$ cat config.mk
export PLATFORM = sky130hd
export DESIGN_NAME = draw_layer_mux_flat
export DESIGN_NICKNAME = d
export VERILOG_FILES = /design/src/rtl/draw_layer_mux_pkg.sv /design/src/rtl/vga_pkg.sv /design/src/rtl/vga_if.sv /design/src/rtl/draw_fade_scale.sv /design/src/rtl/draw_layer_mux.sv /design/src/flat_wrapper.sv
export SDC_FILE = /design/constraint.sdc
export NUM_CORES = 1
export LEC_CHECK = 0
export ABC_AREA = 1
export BUFFER_PORTS_ARGS = -buffer_cell sky130_fd_sc_hd__buf_2
export CAP_MARGIN = 20
export CORE_MARGIN = 3
export CORE_UTILIZATION = 55
export DETAILED_ROUTE_END_ITERATION = 8
export PLACE_DENSITY = 0.85
export REMOVE_ABC_BUFFERS = 1
export SLEW_MARGIN = 20
export SYNTH_ARGS = -nofsm -noshare
export SYNTH_HDL_FRONTEND = slang
export SYNTH_HIERARCHICAL = 1
export SYNTH_SLANG_ARGS = --single-unit
$ cat constraint.sdc
create_clock -name clk -period 7.7 [get_ports clk]
set_input_delay 1.155 -clock clk [delete_from_list [all_inputs] [get_ports clk]]
set_output_delay 1.155 -clock clk [all_outputs]
set_load 0.01 [all_outputs]
$ cat src/rtl/draw_layer_mux_pkg.sv
// Types and constants for the screen selector and its fade engine.
package draw_layer_mux_pkg;

  typedef enum logic [1:0] {
    IDLE,
    FADE_OUT,
    SWAP,
    FADE_IN
  } fade_state_t;

  // Brightness runs 0..16; 16 means "pass colour through untouched"
  localparam int FADE_LVL_MAX = 16;
  localparam int LVL_W        = 5;

  // Colour channel layout inside an RGB_B word
  localparam int CH_W = 4;
  localparam int N_CH = 3;

endpackage

$ cat src/rtl/vga_pkg.sv
// Shared VGA timing types and colour width used by all screen renderers.
package vga_pkg;

  // 4/4/4 colour word
  localparam int RGB_B = 12;
  // Width of the horizontal / vertical pixel counters
  localparam int CNT_W = 11;

  typedef struct packed {
    logic [CNT_W-1:0] hcount;
    logic [CNT_W-1:0] vcount;
    logic             hsync;
    logic             vsync;
    logic             hblnk;
    logic             vblnk;
  } vga_sig_t;

endpackage

$ cat src/rtl/vga_if.sv
// VGA timing bundle passed between the renderers and the output stage.
interface vga_if;
  import vga_pkg::*;

  logic [CNT_W-1:0] hcount;
  logic [CNT_W-1:0] vcount;
  logic             hsync;
  logic             vsync;
  logic             hblnk;
  logic             vblnk;

  modport in  (input  hcount, vcount, hsync, vsync, hblnk, vblnk);
  modport out (output hcount, vcount, hsync, vsync, hblnk, vblnk);

endinterface

$ cat src/rtl/draw_fade_scale.sv
// Combinational brightness scaler: each channel c becomes (c * lvl) >> 4.
module draw_fade_scale
  import vga_pkg::*;
  import draw_layer_mux_pkg::*;
(
  input  logic [RGB_B-1:0] rgb_i,
  input  logic [LVL_W-1:0] lvl_i,
  output logic [RGB_B-1:0] rgb_o
);

  genvar gi;
  generate
    for (gi = 0; gi < N_CH; gi++) begin : g_ch
      // 4-bit channel times 5-bit level fits a 9-bit product
      logic [CH_W+LVL_W-1:0] prod;

      assign prod = {{LVL_W{1'b0}}, rgb_i[gi*CH_W +: CH_W]} * {{CH_W{1'b0}}, lvl_i};
      // lvl <= 16 keeps the shifted product within one channel
      assign rgb_o[gi*CH_W +: CH_W] = CH_W'(prod >> 4);
    end
  endgenerate

endmodule

$ cat src/rtl/draw_layer_mux.sv
// Screen selector: picks one of N_SRC rendered screens, switching only at
// frame start, with an optional fade-to-black / fade-in between screens.
module draw_layer_mux
  import vga_pkg::*;
  import draw_layer_mux_pkg::*;
#(
  parameter int N_SRC           = 6,
  parameter int SEL_W           = $clog2(N_SRC),
  parameter int FRAMES_PER_STEP = 2,
  parameter int RST_SEL         = 0
) (
  input  logic                   clk,
  input  logic                   rst,
  vga_if.in                      vga_in,
  input  logic [N_SRC*RGB_B-1:0] src_rgb,
  input  logic [SEL_W-1:0]       sel_i,
  vga_if.out                     vga_out,
  output logic [RGB_B-1:0]       rgb,
  output logic [SEL_W-1:0]       active_o,
  output logic                   busy_o,
  output logic                   sel_err_o
);

  localparam int FCNT_W = (FRAMES_PER_STEP > 1) ? $clog2(FRAMES_PER_STEP) : 1;
  localparam int FPS_LAST = (FRAMES_PER_STEP > 0) ? FRAMES_PER_STEP - 1 : 0;
  localparam logic [LVL_W-1:0] LVL_FULL = LVL_W'(FADE_LVL_MAX);
  localparam logic [LVL_W-1:0] LVL_ONE  = LVL_W'(1);
  localparam logic [LVL_W-1:0] LVL_LAST = LVL_W'(FADE_LVL_MAX - 1);

  fade_state_t        state_q, state_d;
  logic [LVL_W-1:0]   lvl_q, lvl_d;
  logic [SEL_W-1:0]   active_q, active_d;
  logic [SEL_W-1:0]   pending_q, pending_d;
  logic [FCNT_W-1:0]  fcnt_q, fcnt_d;
  logic [RGB_B-1:0]   rgb_q, rgb_d;
  vga_sig_t           vga_q, vga_d;
  logic               sel_err_q, sel_err_d;

  logic               fs;
  logic               step;
  logic               sel_ok;
  logic               req;
  logic [RGB_B-1:0]   src_arr [N_SRC];
  logic [RGB_B-1:0]   src_sel;
  logic [RGB_B-1:0]   src_scaled;

  genvar gi;
  generate
    for (gi = 0; gi < N_SRC; gi++) begin : g_src
      assign src_arr[gi] = src_rgb[gi*RGB_B +: RGB_B];
    end
  endgenerate

  assign fs     = (vga_in.vcount == '0) && (vga_in.hcount == '0);
  assign step   = fs && (fcnt_q == FCNT_W'(FPS_LAST));
  assign sel_ok = ({1'b0, sel_i} < (SEL_W+1)'(N_SRC));
  assign req    = (pending_q != active_q);

  // Request capture: out-of-range selects are dropped and flagged
  always_comb begin
    pending_d = sel_ok ? sel_i : pending_q;
    sel_err_d = ~sel_ok;
  end

  // Next-state logic of the fade sequencer
  always_comb begin
    state_d = state_q;
    if (FRAMES_PER_STEP != 0) begin
      case (state_q)
        IDLE:     if (req) state_d = FADE_OUT;
        // A retarget from FADE_IN at level 0 is already black
        FADE_OUT: if (lvl_q == '0 || (step && lvl_q == LVL_ONE)) state_d = SWAP;
        SWAP:     if (fs) state_d = FADE_IN;
        FADE_IN: begin
          if (req)                            state_d = FADE_OUT;
          else if (step && lvl_q == LVL_LAST) state_d = IDLE;
        end
        default:  state_d = IDLE;
      endcase
    end
  end

  // Sequencer outputs: brightness, shown screen and frame counter
  always_comb begin
    lvl_d    = lvl_q;
    active_d = active_q;
    fcnt_d   = fcnt_q;
    if (fs) fcnt_d = step ? '0 : fcnt_q + FCNT_W'(1);
    if (FRAMES_PER_STEP == 0) begin
      fcnt_d = '0;
      if (fs && req) active_d = pending_q;
    end else begin
      case (state_q)
        IDLE: begin
          if (req) fcnt_d = '0;
        end
        FADE_OUT: begin
          if (step && lvl_q != '0) lvl_d = lvl_q - LVL_ONE;
        end
        SWAP: begin
          if (fs) begin
            active_d = pending_q;
            fcnt_d   = '0;
          end
        end
        FADE_IN: begin
          if (req)       fcnt_d = '0;
          else if (step) lvl_d  = lvl_q + LVL_ONE;
        end
        default: ;
      endcase
    end
  end

  // Pixel path uses the post-update level/screen so the fs pixel already
  // belongs to the new frame's setting
  assign src_sel = src_arr[active_d];

  draw_fade_scale u_scale (
    .rgb_i (src_sel),
    .lvl_i (lvl_d),
    .rgb_o (src_scaled)
  );

  // Blank pixels are forced black; timing is passed through alongside
  always_comb begin
    rgb_d        = (vga_in.hblnk | vga_in.vblnk) ? '0 : src_scaled;
    vga_d.hcount = vga_in.hcount;
    vga_d.vcount = vga_in.vcount;
    vga_d.hsync  = vga_in.hsync;
    vga_d.vsync  = vga_in.vsync;
    vga_d.hblnk  = vga_in.hblnk;
    vga_d.vblnk  = vga_in.vblnk;
  end

  // State register and output registers
  always_ff @(posedge clk) begin
    if (rst) begin
      state_q   <= IDLE;
      lvl_q     <= LVL_FULL;
      active_q  <= SEL_W'(RST_SEL);
      pending_q <= SEL_W'(RST_SEL);
      fcnt_q    <= '0;
      rgb_q     <= '0;
      vga_q     <= '0;
      sel_err_q <= 1'b0;
    end else begin
      state_q   <= state_d;
      lvl_q     <= lvl_d;
      active_q  <= active_d;
      pending_q <= pending_d;
      fcnt_q    <= fcnt_d;
      rgb_q     <= rgb_d;
      vga_q     <= vga_d;
      sel_err_q <= sel_err_d;
    end
  end

  assign rgb            = rgb_q;
  assign active_o       = active_q;
  assign busy_o         = (state_q != IDLE);
  assign sel_err_o      = sel_err_q;
  assign vga_out.hcount = vga_q.hcount;
  assign vga_out.vcount = vga_q.vcount;
  assign vga_out.hsync  = vga_q.hsync;
  assign vga_out.vsync  = vga_q.vsync;
  assign vga_out.hblnk  = vga_q.hblnk;
  assign vga_out.vblnk  = vga_q.vblnk;

endmodule

$ cat src/flat_wrapper.sv
// flat-port wrapper written by rule: the top's interface ports become plain ports
module draw_layer_mux_flat import vga_pkg::*; import draw_layer_mux_pkg::*;
#(
  parameter int N_SRC           = 6,
  parameter int SEL_W           = $clog2(N_SRC),
  parameter int FRAMES_PER_STEP = 2,
  parameter int RST_SEL         = 0
)
  (clk, rst, src_rgb, sel_i, rgb, active_o, busy_o, sel_err_o, vga_in_hcount, vga_in_vcount, vga_in_hsync, vga_in_vsync, vga_in_hblnk, vga_in_vblnk, vga_out_hcount, vga_out_vcount, vga_out_hsync, vga_out_vsync, vga_out_hblnk, vga_out_vblnk);
  vga_if vga_in_i ();
  vga_if vga_out_i ();
  input  logic clk;
  input  logic rst;
  input  logic [N_SRC*RGB_B-1:0] src_rgb;
  input  logic [SEL_W-1:0] sel_i;
  output logic [RGB_B-1:0] rgb;
  output logic [SEL_W-1:0] active_o;
  output logic busy_o;
  output logic sel_err_o;
  input wire logic [$bits(vga_in_i.hcount)-1:0] vga_in_hcount;
  input wire logic [$bits(vga_in_i.vcount)-1:0] vga_in_vcount;
  input wire logic [$bits(vga_in_i.hsync)-1:0] vga_in_hsync;
  input wire logic [$bits(vga_in_i.vsync)-1:0] vga_in_vsync;
  input wire logic [$bits(vga_in_i.hblnk)-1:0] vga_in_hblnk;
  input wire logic [$bits(vga_in_i.vblnk)-1:0] vga_in_vblnk;
  output wire logic [$bits(vga_out_i.hcount)-1:0] vga_out_hcount;
  output wire logic [$bits(vga_out_i.vcount)-1:0] vga_out_vcount;
  output wire logic [$bits(vga_out_i.hsync)-1:0] vga_out_hsync;
  output wire logic [$bits(vga_out_i.vsync)-1:0] vga_out_vsync;
  output wire logic [$bits(vga_out_i.hblnk)-1:0] vga_out_hblnk;
  output wire logic [$bits(vga_out_i.vblnk)-1:0] vga_out_vblnk;
  assign vga_in_i.hcount = vga_in_hcount;
  assign vga_in_i.vcount = vga_in_vcount;
  assign vga_in_i.hsync = vga_in_hsync;
  assign vga_in_i.vsync = vga_in_vsync;
  assign vga_in_i.hblnk = vga_in_hblnk;
  assign vga_in_i.vblnk = vga_in_vblnk;
  assign vga_out_hcount = vga_out_i.hcount;
  assign vga_out_vcount = vga_out_i.vcount;
  assign vga_out_hsync = vga_out_i.hsync;
  assign vga_out_vsync = vga_out_i.vsync;
  assign vga_out_hblnk = vga_out_i.hblnk;
  assign vga_out_vblnk = vga_out_i.vblnk;
  draw_layer_mux #(.N_SRC(N_SRC), .SEL_W(SEL_W), .FRAMES_PER_STEP(FRAMES_PER_STEP), .RST_SEL(RST_SEL)) u_core (.clk(clk), .rst(rst), .vga_in(vga_in_i), .src_rgb(src_rgb), .sel_i(sel_i), .vga_out(vga_out_i), .rgb(rgb), .active_o(active_o), .busy_o(busy_o), .sel_err_o(sel_err_o));
endmodule
# Word level (Yosys, flattened, before mapping)
# Cells that the tools add are included.
# totals
regBits	53
word_cells	69
# op_classes
addsub	3
mul	3
n_lt_le_gt_ge	2
eq_ne	10
mux	20
n_bitwise	3
reduce_logical	15
# ops
operator	n
binary-select mux 12 bit (select 3 bit)	1
multiplier 4 x 5 -> 8 bit	3
two-way mux 12 bit	2
zero test 11 bit	2
two-way mux 5 bit	3
two-way mux 2 bit	5
one-hot mux 5 bit (2 select lines)	1
one-hot mux 2 bit (4 select lines)	1
two-way mux 3 bit	2
inequality test 2 x 1 -> 1 bit (second input constant)	3
adder 5 x 1 -> 5 bit (second input constant)	1
== test 5 x 1 -> 1 bit (second input constant)	1
== test 5 x 4 -> 1 bit (second input constant)	1
logical AND 1 bit	5
zero test 5 bit	1
nonzero test 5 bit	1
subtractor 5 x 1 -> 5 bit (second input constant)	1
== test 2 bit (second input constant)	2
>= comparator 4 bit (second input constant)	1
two-way mux 1 bit	4
inverter 3 -> 4 bit	1
AND reduction 4 bit	1
OR reduction 2 bit	2
less-than comparator 3 bit (second input constant)	1
10 further kinds	10

# Logic depth before layout (Yosys ltp)
# logic_depth
ltp_word	9
ltp_mapped	28
ltp_nobuf	27

# By module
# The synthesis kept the hierarchy.
# modules_own_cells
module	n_inst	cells_each	area_each_um2
draw_layer_mux	1	477	3186.8
draw_fade_scale	1	260	1634.1

# Worst setup path before layout
# OpenSTA, ideal clock, no wires.
# synth_timing
path_kind	input to register
start	input vga_in_vcount[10]
end	register u_core.rgb_q[3] (netlist: u_core/rgb[3])
setup_ns	0.127
arrival_time_ns	4.814
path_slack_ns	2.759
cell_stages	26
cell_sequence	nor2_1 -> nand2_1 -> nor2_2 -> nand2_2 -> nor2_4 -> ha_1 -> nand2_1 -> nor2_1 -> nand2_1 -> o21ai_0 -> nand2_1 -> clkbuf_1 -> nand2_1 -> inv_1 -> fa_1 -> inv_1 -> fa_1 -> inv_1 -> ha_1 -> a21oi_1 -> o21a_1 -> nand2_1 -> nand2_1 -> nand2_1 -> inv_1 -> nor2_1
# synth_between
elab_cells_between_ends	15
cone_classes	mul (1); mux (9); bitwise (1); reduce/logical (4)
# synth_rtl
element	line_no	source
start, declared	flat_wrapper.sv:21	input wire logic [$bits(vga_in_i.vcount)-1:0] vga_in_vcount;
zero test 11 bit *	draw_layer_mux.sv:54	assign fs = (vga_in.vcount == '0) && (vga_in.hcount == '0);
logical AND 1 bit *	draw_layer_mux.sv:54	
logical AND 1 bit *	draw_layer_mux.sv:55	assign step = fs && (fcnt_q == FCNT_W'(FPS_LAST));
two-way mux 5 bit or logical AND 1 bit (tied branches)	draw_layer_mux.sv:108, draw_layer_mux.sv:98	
two-way mux 5 bit (on tied branches)	draw_layer_mux.sv:107, draw_layer_mux.sv:98	
one-hot mux 5 bit (2 select lines) *	draw_layer_mux.sv:93	case (state_q)
net u_core.lvl_d[2]	draw_layer_mux.sv:31	logic [LVL_W-1:0] lvl_q, lvl_d;
multiplier 4 x 5 -> 8 bit *	draw_fade_scale.sv:17	assign prod = {{LVL_W{1'b0}}, rgb_i[gi*CH_W +: CH_W]} * {{CH_W{1'b0}}, lvl_i};
net u_core.src_scaled[3]	draw_layer_mux.sv:45	logic [RGB_B-1:0] src_scaled;
end signal, assigned	draw_layer_mux.sv:153	rgb_q <= rgb_d;
end, declared	draw_layer_mux.sv:35	logic [RGB_B-1:0] rgb_q, rgb_d;
# The timed path passes the listed nets; every way through them passes the cells marked *. The select of a mux whose other input is x is not followed.
# A chain may end at the register's enable or synchronous reset.

# Final worst setup path
# layout_timing
start	input vga_in_vcount[10]
end	register u_core.rgb_q[7] (netlist: u_core/rgb[7])
# The elaborated chain is that of the path after synthesis.

==> metrics <==
Routed Antenna Nets=0; R2R cell count=24; Die Span Y=99.6 µm; antenna violations before repair=0; Final Wtd Congestion=between 0.9 and 1; DR pass1 iterations=5; leak pwr=approximately 0.0036 µW; most common cell in the netlist=nand2_1; CTS sink cnt=53; layout cell share with drive strength beyond 1=0.224; worst hold start=u_core/pending_q[2]; CP endpoint kind=register; core region area=approximately 8400 µm²; IO Port Bufs=about 150; endpoints failing setup=0; post-synth top area cell=dfxtp_1; outcome=completed; clock root buffer=clkbuf_8; syn_area_per_cell=between 6 and 7 µm²; Final min period=5190 ps; pin count of the biggest net entering global routing=39; Worst Tran Pin Value=just under 700 ps; pre-CTS setup slack=2170 ps; most frequent cells after synthesis=nand2_1 (192), inv_1 (179), nor2_1 (62), dfxtp_1 (53), nand3_1 (53); hold path cells=2; starting density of the core=0.575; Slew headroom=0.544; FFs w/ async S/R, synth=0; htree depth=2; post-synthesis sequential area ratio=0.220; nets@finish=between 1,000 and 1,500; CP startpoint kind=input port; R2R Path Start=u_core/state_q[0]; placed cell areas=between 5000 and 6000 µm²; CTS max path bufs=2; Post-synth EDFFs=0; diodes inserted=0; TNS Setup=0 ps; Worst-Skew Late Latency=approximately 310 ps; setup ws final=2510 ps; mux cell area share after synthesis=0; Post-Syn Area=approximately 4800 µm²; most common flop cell mapped by yosys=dfxtp_1; worst hold-check path type=reg -> reg; RR Endpoint=u_core/rgb[7]; chip width=99.6 µm; flop2flop setup slack=3140 ps; Synth Register Bits=53; placed wire-length estimate=9520 µm; Total GRT Usage=0.243; area fraction in compound gates after synthesis=0.0885; clk_skew=around 2.1 ps; DR vias=4,864; drc violations=0; final instance area=roughly 5600 µm²; Yosys top cell area share=0.220; GRT overflow=0; post-cts sizing count=0; Pwr per Cell Area=~120 nW/µm²; WS Path Type=in -> reg; CTS Buf Count=5; I/O Pins=about 150; fin cells=slightly below 1,000; Yosys cell types=33; Post-CTS Setup Inserts=0; first-pass GRT wire length=roughly 20,000 µm; max-slew violations=0; vias in the first global route=4,491; arrival time worst endpoint=approximately 5400 ps; P&R area growth vs syn=17.0%; simple-gate area share of the yosys netlist=0.336; fmax=between 150 and 200 MHz; drt total wl=approximately 12,000 µm; CTS tree=yes; Synth Instances=between 700 and 800; Area contributors post-synth=dfxtp_1 (22%), nand2_1 (15%), inv_1 (14%); Worst Path Required=about 7900 ps; final hold vios=0; largest family of logic cells by synthesized area=simple AND/OR/NAND/NOR gates; cts hold-fix bufs=0; RSZ-0062 raised after global routing=no; sink of the worst hold path=u_core/pending_q[2]; Syn. warnings=6; Max IR drop VDD=just over 0.00008 V; drt initial violations=roughly 240; via/cell ratio=around 5; Site Rows=33; Crit Path Max Fanout=12; die area=slightly below 10,000 µm²; Total Power=a little under 700 µW; Post-Place Cells=roughly 970; routed wire length per instance=between 10 and 15 µm; MaxCap Viol Count=0; Tcrit/Tclk final=0.674; post-synthesis adder-cell area fraction=0.164; Worst-path clk slew=about 110 ps; XOR/XNOR Fraction of Synth Area=0.0218
## worst max-delay path by stage
stage                      start              to  slack, ps  cells after the start
2_1_floorplan  vga_in_vcount[10]   u_core/rgb[3]       2750                     23
3_3_place_gp   vga_in_vcount[10]  u_core/rgb[11]       2260                     24
3_5_place_dp   vga_in_vcount[10]   u_core/rgb[7]       2170                     26
4_1_cts        vga_in_vcount[10]   u_core/rgb[7]       2530                     26
5_1_grt        vga_in_vcount[10]   u_core/rgb[7]       2010                     26
6_report       vga_in_vcount[10]   u_core/rgb[7]       2510                     26
## layout make-up
cell class / count / area, µm²
clock buffer: 5 / 68.8
sequential: 53 / 1060
tap: 105 / 131
timing repair buffer: 146 / 733
multi-input combinational: 482 / 2940
inverter: 180 / 676
clock inverter: 3 / 28.8
fill: 770 / 2740
## routing by layer
metal / track usage / vias up / share of wire
li1: - / 2479 / -
met1: 0.307 / 2194 / 0.42
met2: 0.427 / 162 / 0.50
met3: 0.0323 / 29 / 0.062
met4: 0.0798 / 0 / 0.027
met5: 0 / - / 0
## report_power, final
group / total [µW] / leakage, µW / switching [µW] / internal (µW)
logic: 221 / 0.00315 / 133 / 87.5
clock network: 173 / 0.0000506 / 105 / 68.3
registers: 299 / 0.000436 / 8.91 / 290
total: 693 / 0.00363 / 247 / 446
## worst max-delay path, cell delays in order
cell and delay, ps:
buf_2 110, nor2_1 90, nand2_1 80, nor2_2 180
nand2_2 100, nor2_4 150, ha_1 210, nand2_1 60
nor2_1 280, nand4_1 150, o21ai_0 230, nand2_1 330
nand2_1 160, inv_1 60, fa_1 470, inv_1 50
fa_1 530, inv_1 40, ha_1 360, a21oi_1 210
o21a_1 150, nand2_1 50, nand2_1 50, nand2_1 40
inv_1 40, nor2_1 30
## state kept, by name (all words and copies together), names as in the netlist
signal and flops:
u_core/state_q 2, u_core/active_o 3, u_core/vga_out.hsync 1, u_core/lvl_q 5
u_core/vga_out.hcount 11, u_core/vga_out.vsync 1, u_core/vga_out.vblnk 1, u_core/vga_out.hblnk 1
u_core/sel_err_o 1, u_core/fcnt_q 1, u_core/pending_q 3, u_core/vga_out.vcount 11
u_core/rgb 12
## cells by family after synthesis
group                      after synthesis
and+or+nand+nor                        355
buffers and inverters                  202
adders and majority gates               54
DFF                                     53
AOI/OAI and AO/OA                       61
xor gates and xnor gates                12
## layout by cell type (no fill, tap or decap), types with 2 or more instances in the layout
cell type and n:
clkbuf_8 5, o21ai_2 2, xnor2_1 6, o211ai_1 5, nand2_4 4, o211ai_2 9
o21a_1 3, o311ai_0 2, nand2_1 192, nand4_1 6, nor3_1 2, o2111ai_1 2
buf_2 145, nand3b_1 12, a21oi_1 22, nor2_1 62, nand3_2 5, inv_1 179
dfxtp_1 53, nor2_4 7, o21ai_0 15, fa_1 15, nand2_2 10, nand3_1 53
ha_1 39, xor2_1 6
## metrics by stage
step            util  hold WS, ps
3_3_place_gp   0.661          478
4_1_cts        0.673          510
6_report       0.673          506
2_1_floorplan      -          464
5_1_grt        0.673          544
3_5_place_dp   0.661          494
Note: power is estimated with default switching activity, not from simulation.
